## src/rtl/pid_pwm_pkg.sv

```systemverilog
// Shared types, constants and the reload decision for the PID-to-PWM output stage.
package pid_pwm_pkg;

  typedef enum logic [1:0] {
    ST_IDLE = 2'd0,
    ST_LOAD = 2'd1,
    ST_RUN  = 2'd2
  } state_t;

  // Shortest period the stage will run; smaller requests are raised to this.
  localparam int PERIOD_MIN = 2;

  // True when the next period must be a brake period: a nonzero command in the
  // opposite direction while the bridge is still driving.
  function automatic logic brake_needed(input logic mag_nz,
                                        input logic sign,
                                        input logic dir,
                                        input logic duty_nz);
    return mag_nz && (sign != dir) && duty_nz;
  endfunction

endpackage

```

## src/rtl/pid_pwm_map.sv

```systemverilog
// Combinational mapping of the signed control word to direction and duty:
// saturating absolute value, sign extraction and clamp to the period length.
module pid_pwm_map #(
  parameter int VAL_LENGTH = 32,
  parameter int CNT_WIDTH  = 16
) (
  input  logic [VAL_LENGTH-1:0] ctrl_value,
  input  logic [CNT_WIDTH-1:0]  period_l,
  output logic                  sign,
  output logic                  mag_nz,
  output logic [CNT_WIDTH-1:0]  duty
);

  logic [VAL_LENGTH-1:0] neg;
  logic [VAL_LENGTH-1:0] mag;
  logic [VAL_LENGTH-1:0] period_ext;

  // Magnitude with the most-negative input saturated to the largest positive value.
  always_comb begin
    sign       = ctrl_value[VAL_LENGTH-1];
    neg        = (~ctrl_value) + {{(VAL_LENGTH-1){1'b0}}, 1'b1};
    period_ext = {{(VAL_LENGTH-CNT_WIDTH){1'b0}}, period_l};
    if (!sign) begin
      mag = ctrl_value;
    end else if (neg[VAL_LENGTH-1]) begin
      // negating the most-negative value wraps back to itself
      mag = {1'b0, {(VAL_LENGTH-1){1'b1}}};
    end else begin
      mag = neg;
    end
    mag_nz = |mag;
    if (mag < period_ext) begin
      duty = mag[CNT_WIDTH-1:0];
    end else begin
      duty = period_l;
    end
  end

endmodule

```

## src/rtl/pid_pwm.sv

```systemverilog
// Sign/magnitude PWM output stage: FSM, period counter, double-buffered
// duty/direction/period and registered pwm, dir and period_tick outputs.
module pid_pwm
  import pid_pwm_pkg::*;
#(
  parameter int VAL_LENGTH = 32,
  parameter int CNT_WIDTH  = 16
) (
  input  logic                  sys_clk,
  input  logic                  sys_rst,
  input  logic                  enable,
  input  logic [CNT_WIDTH-1:0]  period,
  input  logic [VAL_LENGTH-1:0] ctrl_value,
  output logic                  pwm,
  output logic                  dir,
  output logic                  period_tick,
  output logic [CNT_WIDTH-1:0]  duty_q
);

  state_t               state;
  logic [CNT_WIDTH-1:0] cnt;
  logic [CNT_WIDTH-1:0] period_l;
  logic [CNT_WIDTH-1:0] period_next;
  logic [CNT_WIDTH-1:0] cnt_inc;
  logic                 last_cycle;
  logic                 map_sign;
  logic                 map_mag_nz;
  logic [CNT_WIDTH-1:0] map_duty;

  // Period request raised to the minimum, plus counter helpers.
  always_comb begin
    if (period < CNT_WIDTH'(PERIOD_MIN)) begin
      period_next = CNT_WIDTH'(PERIOD_MIN);
    end else begin
      period_next = period;
    end
    cnt_inc    = cnt + CNT_WIDTH'(1);
    last_cycle = (cnt == (period_l - CNT_WIDTH'(1)));
  end

  // Duty is clamped against the period that will be in force after the reload.
  pid_pwm_map #(
    .VAL_LENGTH(VAL_LENGTH),
    .CNT_WIDTH (CNT_WIDTH)
  ) u_map (
    .ctrl_value(ctrl_value),
    .period_l  (period_next),
    .sign      (map_sign),
    .mag_nz    (map_mag_nz),
    .duty      (map_duty)
  );

  // FSM, counter, shadow registers and registered outputs; outputs always
  // describe the counter position the FSM is moving into.
  always_ff @(posedge sys_clk) begin
    if (sys_rst) begin
      state       <= ST_IDLE;
      cnt         <= '0;
      period_l    <= CNT_WIDTH'(PERIOD_MIN);
      pwm         <= 1'b0;
      dir         <= 1'b0;
      period_tick <= 1'b0;
      duty_q      <= '0;
    end else if (!enable) begin
      state       <= ST_IDLE;
      cnt         <= '0;
      pwm         <= 1'b0;
      period_tick <= 1'b0;
    end else begin
      case (state)
        ST_IDLE: begin
          state       <= ST_LOAD;
          cnt         <= '0;
          pwm         <= 1'b0;
          period_tick <= 1'b0;
        end
        ST_LOAD: begin
          // drive was stopped while idle, so a direction change needs no brake
          state       <= ST_RUN;
          cnt         <= '0;
          period_l    <= period_next;
          period_tick <= 1'b1;
          if (map_mag_nz) begin
            duty_q <= map_duty;
            dir    <= map_sign;
            pwm    <= 1'b1;
          end else begin
            duty_q <= '0;
            pwm    <= 1'b0;
          end
        end
        ST_RUN: begin
          if (last_cycle) begin
            cnt         <= '0;
            period_l    <= period_next;
            period_tick <= 1'b1;
            if (!map_mag_nz || brake_needed(map_mag_nz, map_sign, dir, |duty_q)) begin
              duty_q <= '0;
              pwm    <= 1'b0;
            end else begin
              duty_q <= map_duty;
              dir    <= map_sign;
              pwm    <= 1'b1;
            end
          end else begin
            cnt         <= cnt_inc;
            period_tick <= 1'b0;
            pwm         <= (cnt_inc < duty_q);
          end
        end
        default: begin
          state       <= ST_IDLE;
          cnt         <= '0;
          pwm         <= 1'b0;
          period_tick <= 1'b0;
        end
      endcase
    end
  end

endmodule

```

## config.mk

```make
export PLATFORM = sky130hd
export DESIGN_NAME = pid_pwm
export DESIGN_NICKNAME = d
export VERILOG_FILES = /design/src/rtl/pid_pwm_pkg.sv /design/src/rtl/pid_pwm_map.sv /design/src/rtl/pid_pwm.sv
export SDC_FILE = /design/constraint.sdc
export NUM_CORES = 1
export LEC_CHECK = 0
export CAP_MARGIN = 10
export CELL_PAD_IN_SITES_DETAIL_PLACEMENT = 0
export CELL_PAD_IN_SITES_GLOBAL_PLACEMENT = 1
export CORE_ASPECT_RATIO = 0.8
export CORE_MARGIN = 2
export CORE_UTILIZATION = 40
export DETAILED_ROUTE_END_ITERATION = 10
export DONT_BUFFER_PORTS = 1
export PLACE_DENSITY = 0.7
export SYNTH_ARGS = -nofsm -noshare
export SYNTH_HDL_FRONTEND = slang
export SYNTH_SLANG_ARGS = --single-unit
```

## constraint.sdc

```tcl
create_clock -name sys_clk -period 13.46 [get_ports sys_clk]
set_input_delay 2.692 -clock sys_clk [delete_from_list [all_inputs] [get_ports sys_clk]]
set_output_delay 2.692 -clock sys_clk [all_outputs]
set_load 0.05 [all_outputs]
```

* Yosys cells after proc, flatten, opt, wreduce, memory -nomap -nowiden
Cells that the tools add are included.
** Storage, ports and cells
- Output and inout bits :: 19
- Register bits :: 53
** Operators by class
- Order comparisons :: 3
- Reductions and logical operators :: 12
- Multiplexer cells :: 21
- Bitwise logic cells :: 3
- Add/subtract/negate cells :: 3
- Equality and inequality tests :: 7
** Operators with widths (count)
- $mux 16 :: 6
- $pmux 16 s2 :: 2
- $add 32x1->32 const B :: 1
- $lt 32x16->1 :: 1
- $mux 32 :: 1
- $not 32->32 :: 1
- $reduce_or 32->1 :: 1
- $mux 31 :: 1
- $add 16x1->16 const B :: 1
- $eq 16x16->1 :: 1
- $lt 16x16->1 :: 1
- $lt 16x2->1 const B :: 1
- $reduce_or 16->1 :: 1
- $sub 16x1->16 const B :: 1
- $mux 1 :: 7
- $ne 2x2->1 const B :: 3
- $pmux 1 s2 :: 3
- $pmux 2 s3 :: 1
- $reduce_and 5->1 :: 1
- $reduce_or 4->1 :: 1
- $reduce_and 3->1 :: 1
- $eq 2x1->1 const B :: 1
- $eq 2x2->1 const B :: 1
- $logic_and 1x1->1 :: 2
- other kinds (7) :: 8

* Depth between registers and ports, before layout
- Depth in word-level cells :: 11
- Mapped depth :: 18

* Hierarchy
From an unflattened synthesis, not the netlist that was laid out.
** Unflattened totals
- Cell total of the unflattened synthesis :: 599
- Area, all modules :: 4807.1 µm²
** Modules (own cells, without submodules)
- pid_pwm :: area an instance 3099.2 µm², times used 1, cells each 351, seq. area each 1061.0 µm²
- pid_pwm_map :: area an instance 1707.9 µm², times used 1, cells each 248, seq. area each 0.0 µm²

* Least setup slack after synthesis
Ideal clock, no wire load.
- Path type :: input port to flip-flop
- Start point :: input port ctrl_value[21]
- End point :: register duty_q[3]
- Stages on the path :: 18
- Setup time :: 127 ps
- Buffers on the path :: 4
- Path slack :: 7022 ps
- Required time :: 13333 ps
- Arrival time :: 6311 ps
- Cells stage by stage :: or4_1 > buf_2 > or3_4 > or4_4 > clkbuf_1 > nand2_1 > ha_1 > a21o_1 > a21oi_1 > nor2_1 > a2111oi_0 > nor2_1 > o21ai_0 > and4b_1 > buf_6 > buf_6 > mux2i_1 > o2bb2ai_1
** Between the ends
- Cells in the longest elaborated chain, start to end :: 11
- Elaborated cells on any way between the ends :: 15
- Classes of those cells :: add/sub (1); order compare (1); mux (7); bitwise (1); reduce/logical (5)
** RTL lines
- from (decl) :: line pid_pwm.sv:13 : input logic [VAL_LENGTH-1:0] ctrl_value,
- $not 32->32 :: line pid_pwm_map.sv:21 : neg = (~ctrl_value) + {{(VAL_LENGTH-1){1'b0}}, 1'b1};
- $add 32x1->32 :: line pid_pwm_map.sv:21
- $mux 31 :: line pid_pwm_map.sv:25 : end else if (neg[VAL_LENGTH-1]) begin
- $mux 32 (*) :: line pid_pwm_map.sv:23 : if (!sign) begin
- branches (longest 6 deep; another with $lt 32x16->1)
- $pmux 16 s2 (*) :: line pid_pwm.sv:70 : case (state)
- to (signal assigned) :: line pid_pwm.sv:84 : duty_q <= map_duty;
- to (signal assigned) :: line pid_pwm.sv:101 : duty_q <= map_duty;
- to (decl) :: line pid_pwm.sv:17 : output logic [CNT_WIDTH-1:0] duty_q
Mark *: on every way between the ends. The select of a mux whose other input is x is not followed.
A chain may end at the register's enable or synchronous reset.

* Worst setup path in the final report
- Start point :: input port ctrl_value[3]
- End point :: register duty_q[2]
Same word-level chain as after synthesis.

==> flow_summary.yaml <==
logic_synthesis:
  edff_count_synth: 0
  synth_area_leader_cell: "sky130_fd_sc_hd__dfxtp_1"
  synth_fp_nets: 699
  seq_area_frac_synth_pct: 22.3
  postSynth.topFlopCell: "sky130_fd_sc_hd__dfxtp_1"
  synth.distinct_cells: 67
  postSynthAreaPerCell_um2: 7.77
  area_share_of_the_leading_cell_type_in_the_synthesized_netlist_pct: 22.3
  ffs_latches_synth: 53
  ys_warn_count: 0
  mapped_area_um2: 4760
  syn_inst: 612
  async_flop_share_pct: 0
  synthTopCellsByArea: "sky130_fd_sc_hd__dfxtp_1 22%, sky130_fd_sc_hd__ha_1 9.5%, sky130_fd_sc_hd__mux2i_1 7.4%"
routing:
  detail_route.first_pass.iterations: 5
  drt_iter0_markers: 410
  detail_route.wl_per_cell_um: 19.7
  final_antenna_net_count: 0
  routed_wirelength_um: 14600
  route.detailed.vias_per_inst: 6.07
  dr_total_vias: 4507
  route.detailed.drc: 0
clocking:
  tritoncts_clock_tree: "done"
  clkSlewWorstSetupHoldPaths_ns: 0.07
  postCtsResizedCells: 0
  longest_clk_path_bufs: 2
  post-cts-setup-buffers: 0
  cts_num_sinks: 53
  clk-insertion-delay-late_ns: 0.29
  number_of_buffers_added_by_the_clock_tree_synthesis_step: 5
  clock_tree.root_cell: "sky130_fd_sc_hd__clkbuf_16"
  cts.hold.buffers_added: 0
  cts-htree-levels: 2
timing:
  fin_setup_tns_ns: 0
  min_period_ns: 6.96
  hold_violations: 0
  clock_skew_ns: 0.00356
  maxClockFrequency_ghz: 0.144
  worst-slew-pin-transition_ns: 1.14
  maxSlewViolCount: 0
  setup_violations: 0
  final_min_period_over_clock_period_pct: 51.7
  timing.final.ws_setup_ns: 6.50
  grt_setup_unrepaired: "no"
  timing.max_slew.rel_slack_pct: 23.9
final_layout:
  post_route_cells_drive_above_1_share_pct: 3.54
  final-seq-area_um2: 1060
  fill_cells: 1191
  finalNonFillerCells: 742
  syn_to_final_growth_pct: 5.21
  n_antenna_cell: 0
  multi_input_comb_area_um2: 3400
  num-nets-final: 680
place:
  post_placement_cell_count: 734
  portBuffers: 0
  place_hpwl_um: 11700
  final_wtd_congestion: 0.870
  dp_worst_setup_slack_ns: 6.18
power:
  report.power.total_uw: 403
  max-vdd-ir-drop_mv: 0.0546
  p_leak_uw: 0.00179
  powerDensity_nw_per_um2: 80.5
global_route:
  track_usage_pct: 22.5
  grt.overflow.total: 0
  grt_pass1_wl_um: 22700
  pin_count_of_the_biggest_net_entering_global_routing: 41
  grt_pass1_vias: 4037
  antenna_violations_before_repair: 0
floorplan:
  floorplan.rows: 35
  die_x_um: 126
  coreArea_um2: 11600
  top_level_ports: 70
  die_area_um2: 12800
  initial_utilization_pct: 41.1
  die-height_um: 102
critical_path:
  setup.worst_path.class: "in2reg"
  timing.critical_path.to_type: "register"
  startpoint_type: "input port"
  worst_r2r_end: "duty_q[14]$_SDFFE_PP0P_"
  worstPathMaxFanout: 16
  r2r_setup_slack_ns: 9.26
  crit-reg2reg-launch: "period_l[0]$_SDFFE_PP0P_"
  worst_r2r_path_depth: 11
  worst_ep_arrival_time_ns: 7.12
  worst_setup_path_startpoint: "ctrl_value[3]"
  worst_setup_path_endpoint: "duty_q[2]$_SDFFE_PP0P_"
  required_ns: 13.62
worst_hold_path:
  timing.hold.worst.class: "reg2reg"
  hold_path_depth: 2
run:
  timing.max_cap.violations: 0
run_status:
  outcome: "complete, no violations"
-- layer usage --
metal	track usage [%]	up-vias	wire, µm
met5	0	-	0
met4	3.30	0	102
met3	5.97	6	1260
met2	30.9	164	5870
met1	35.3	2132	7410
li1	-	2205	-
-- final cells by class --
type | count | area share (%)
Multi-Input combinational cell | 485 | 67.9
Clock inverter | 2 | 0.750
Tap cell | 148 | 3.70
Timing Repair Buffer | 1 | 0.150
Inverter | 47 | 3.52
Clock buffer | 6 | 2.77
Sequential cell | 53 | 21.2
-- Yosys cell counts (6+ instances only) --
cell type	number
sky130_fd_sc_hd__xor2_1	19
sky130_fd_sc_hd__nor2b_1	21
sky130_fd_sc_hd__o2bb2ai_1	16
sky130_fd_sc_hd__nand2_1	38
sky130_fd_sc_hd__dfxtp_1	53
sky130_fd_sc_hd__nand4_1	13
sky130_fd_sc_hd__a211oi_1	6
sky130_fd_sc_hd__or3_1	6
sky130_fd_sc_hd__nand3_1	15
sky130_fd_sc_hd__and3_1	6
sky130_fd_sc_hd__a31oi_1	8
sky130_fd_sc_hd__inv_1	46
sky130_fd_sc_hd__nand2b_1	11
sky130_fd_sc_hd__mux2i_1	35
sky130_fd_sc_hd__clkbuf_1	19
sky130_fd_sc_hd__xnor2_1	22
sky130_fd_sc_hd__o211ai_1	6
sky130_fd_sc_hd__and4_1	6
sky130_fd_sc_hd__or4_1	6
sky130_fd_sc_hd__a21o_1	6
sky130_fd_sc_hd__a21oi_1	18
sky130_fd_sc_hd__o21ai_0	26
sky130_fd_sc_hd__nor2_1	59
sky130_fd_sc_hd__ha_1	36
sky130_fd_sc_hd__nor3_1	24
sky130_fd_sc_hd__o31ai_1	6
sky130_fd_sc_hd__nor4_1	17
-- flip-flops by register name (all words and copies together), names as in the netlist --
name,cells
cnt,16
dir,1
duty_q,16
period_l,16
period_tick,1
pwm,1
state,2
-- cell usage in the layout (no fill, tap or decap), drive strengths merged, types with 8 or more instances in the layout --
| cell type | count |
|---|---|
| xnor2 | 22 |
| mux2i | 35 |
| xor2 | 19 |
| nand3 | 15 |
| a31oi | 8 |
| nor3 | 25 |
| nor2b | 21 |
| dfxtp | 53 |
| nor2 | 59 |
| nor4 | 18 |
| inv | 46 |
| nand2b | 11 |
| nand2 | 38 |
| nand4 | 13 |
| o21ai | 27 |
| ha | 36 |
| a21oi | 18 |
| o2bb2ai | 17 |
-- how the worst min path moves through the flow --
stage / slack, ns / to / from
floorplan: 0.46 / cnt[0]$_SDFF_PP0_ / cnt[0]$_SDFF_PP0_
finish: 0.54 / period_l[15]$_SDFFE_PP0P_ / period_l[15]$_SDFFE_PP0P_
detailed placement: 0.54 / cnt[0]$_SDFF_PP0_ / cnt[0]$_SDFF_PP0_
global placement: 0.51 / state[1]$_SDFFE_PP0N_ / state[1]$_SDFFE_PP0N_
global route: 0.55 / period_l[15]$_SDFFE_PP0P_ / period_l[15]$_SDFFE_PP0P_
CTS: 0.55 / period_l[15]$_SDFFE_PP0P_ / period_l[15]$_SDFFE_PP0P_
-- critical path, cell delays in order --
cell and delay (ns):
sky130_fd_sc_hd__nor4_2 0.57, sky130_fd_sc_hd__nand4_1 0.45, sky130_fd_sc_hd__or4_4 0.75, sky130_fd_sc_hd__nand2_1 0.14, sky130_fd_sc_hd__ha_1 0.26, sky130_fd_sc_hd__a21o_1 0.18
sky130_fd_sc_hd__a21o_1 0.17, sky130_fd_sc_hd__a21oi_1 0.27, sky130_fd_sc_hd__a211o_1 0.23, sky130_fd_sc_hd__o21ba_2 0.15, sky130_fd_sc_hd__and4b_1 0.82, sky130_fd_sc_hd__mux2i_1 0.33
sky130_fd_sc_hd__o2bb2ai_1 0.09
-- metrics by stage --
step	cell area [µm²]	utilization [%]	hold slack, ns
global placement	4830	41.8	0.510
floorplan	4760	-	0.464
CTS	5000	43.3	0.549
finish	5000	43.3	0.537
detailed placement	4830	41.8	0.537
global route	5000	43.3	0.554
-- cell families after synthesis --
kind of cell	share of synthesized area (%)
AND/OR/NAND/NOR	27.2
AO/OA/AOI/OAI	19.3
buffers and inverters	6.26
flip-flops	22.3
XOR/XNOR	7.55
multiplexers	7.92
adder cells (fa/ha/maj)	9.47
-- power by group --
group          internal, µW  switching, µW  leakage (µW)
Combinational          33.1           41.9       0.00127
Clock                  92.9           59.3     0.0000831
Sequential              161           14.4      0.000429
(Power assumes the default switching activity.)
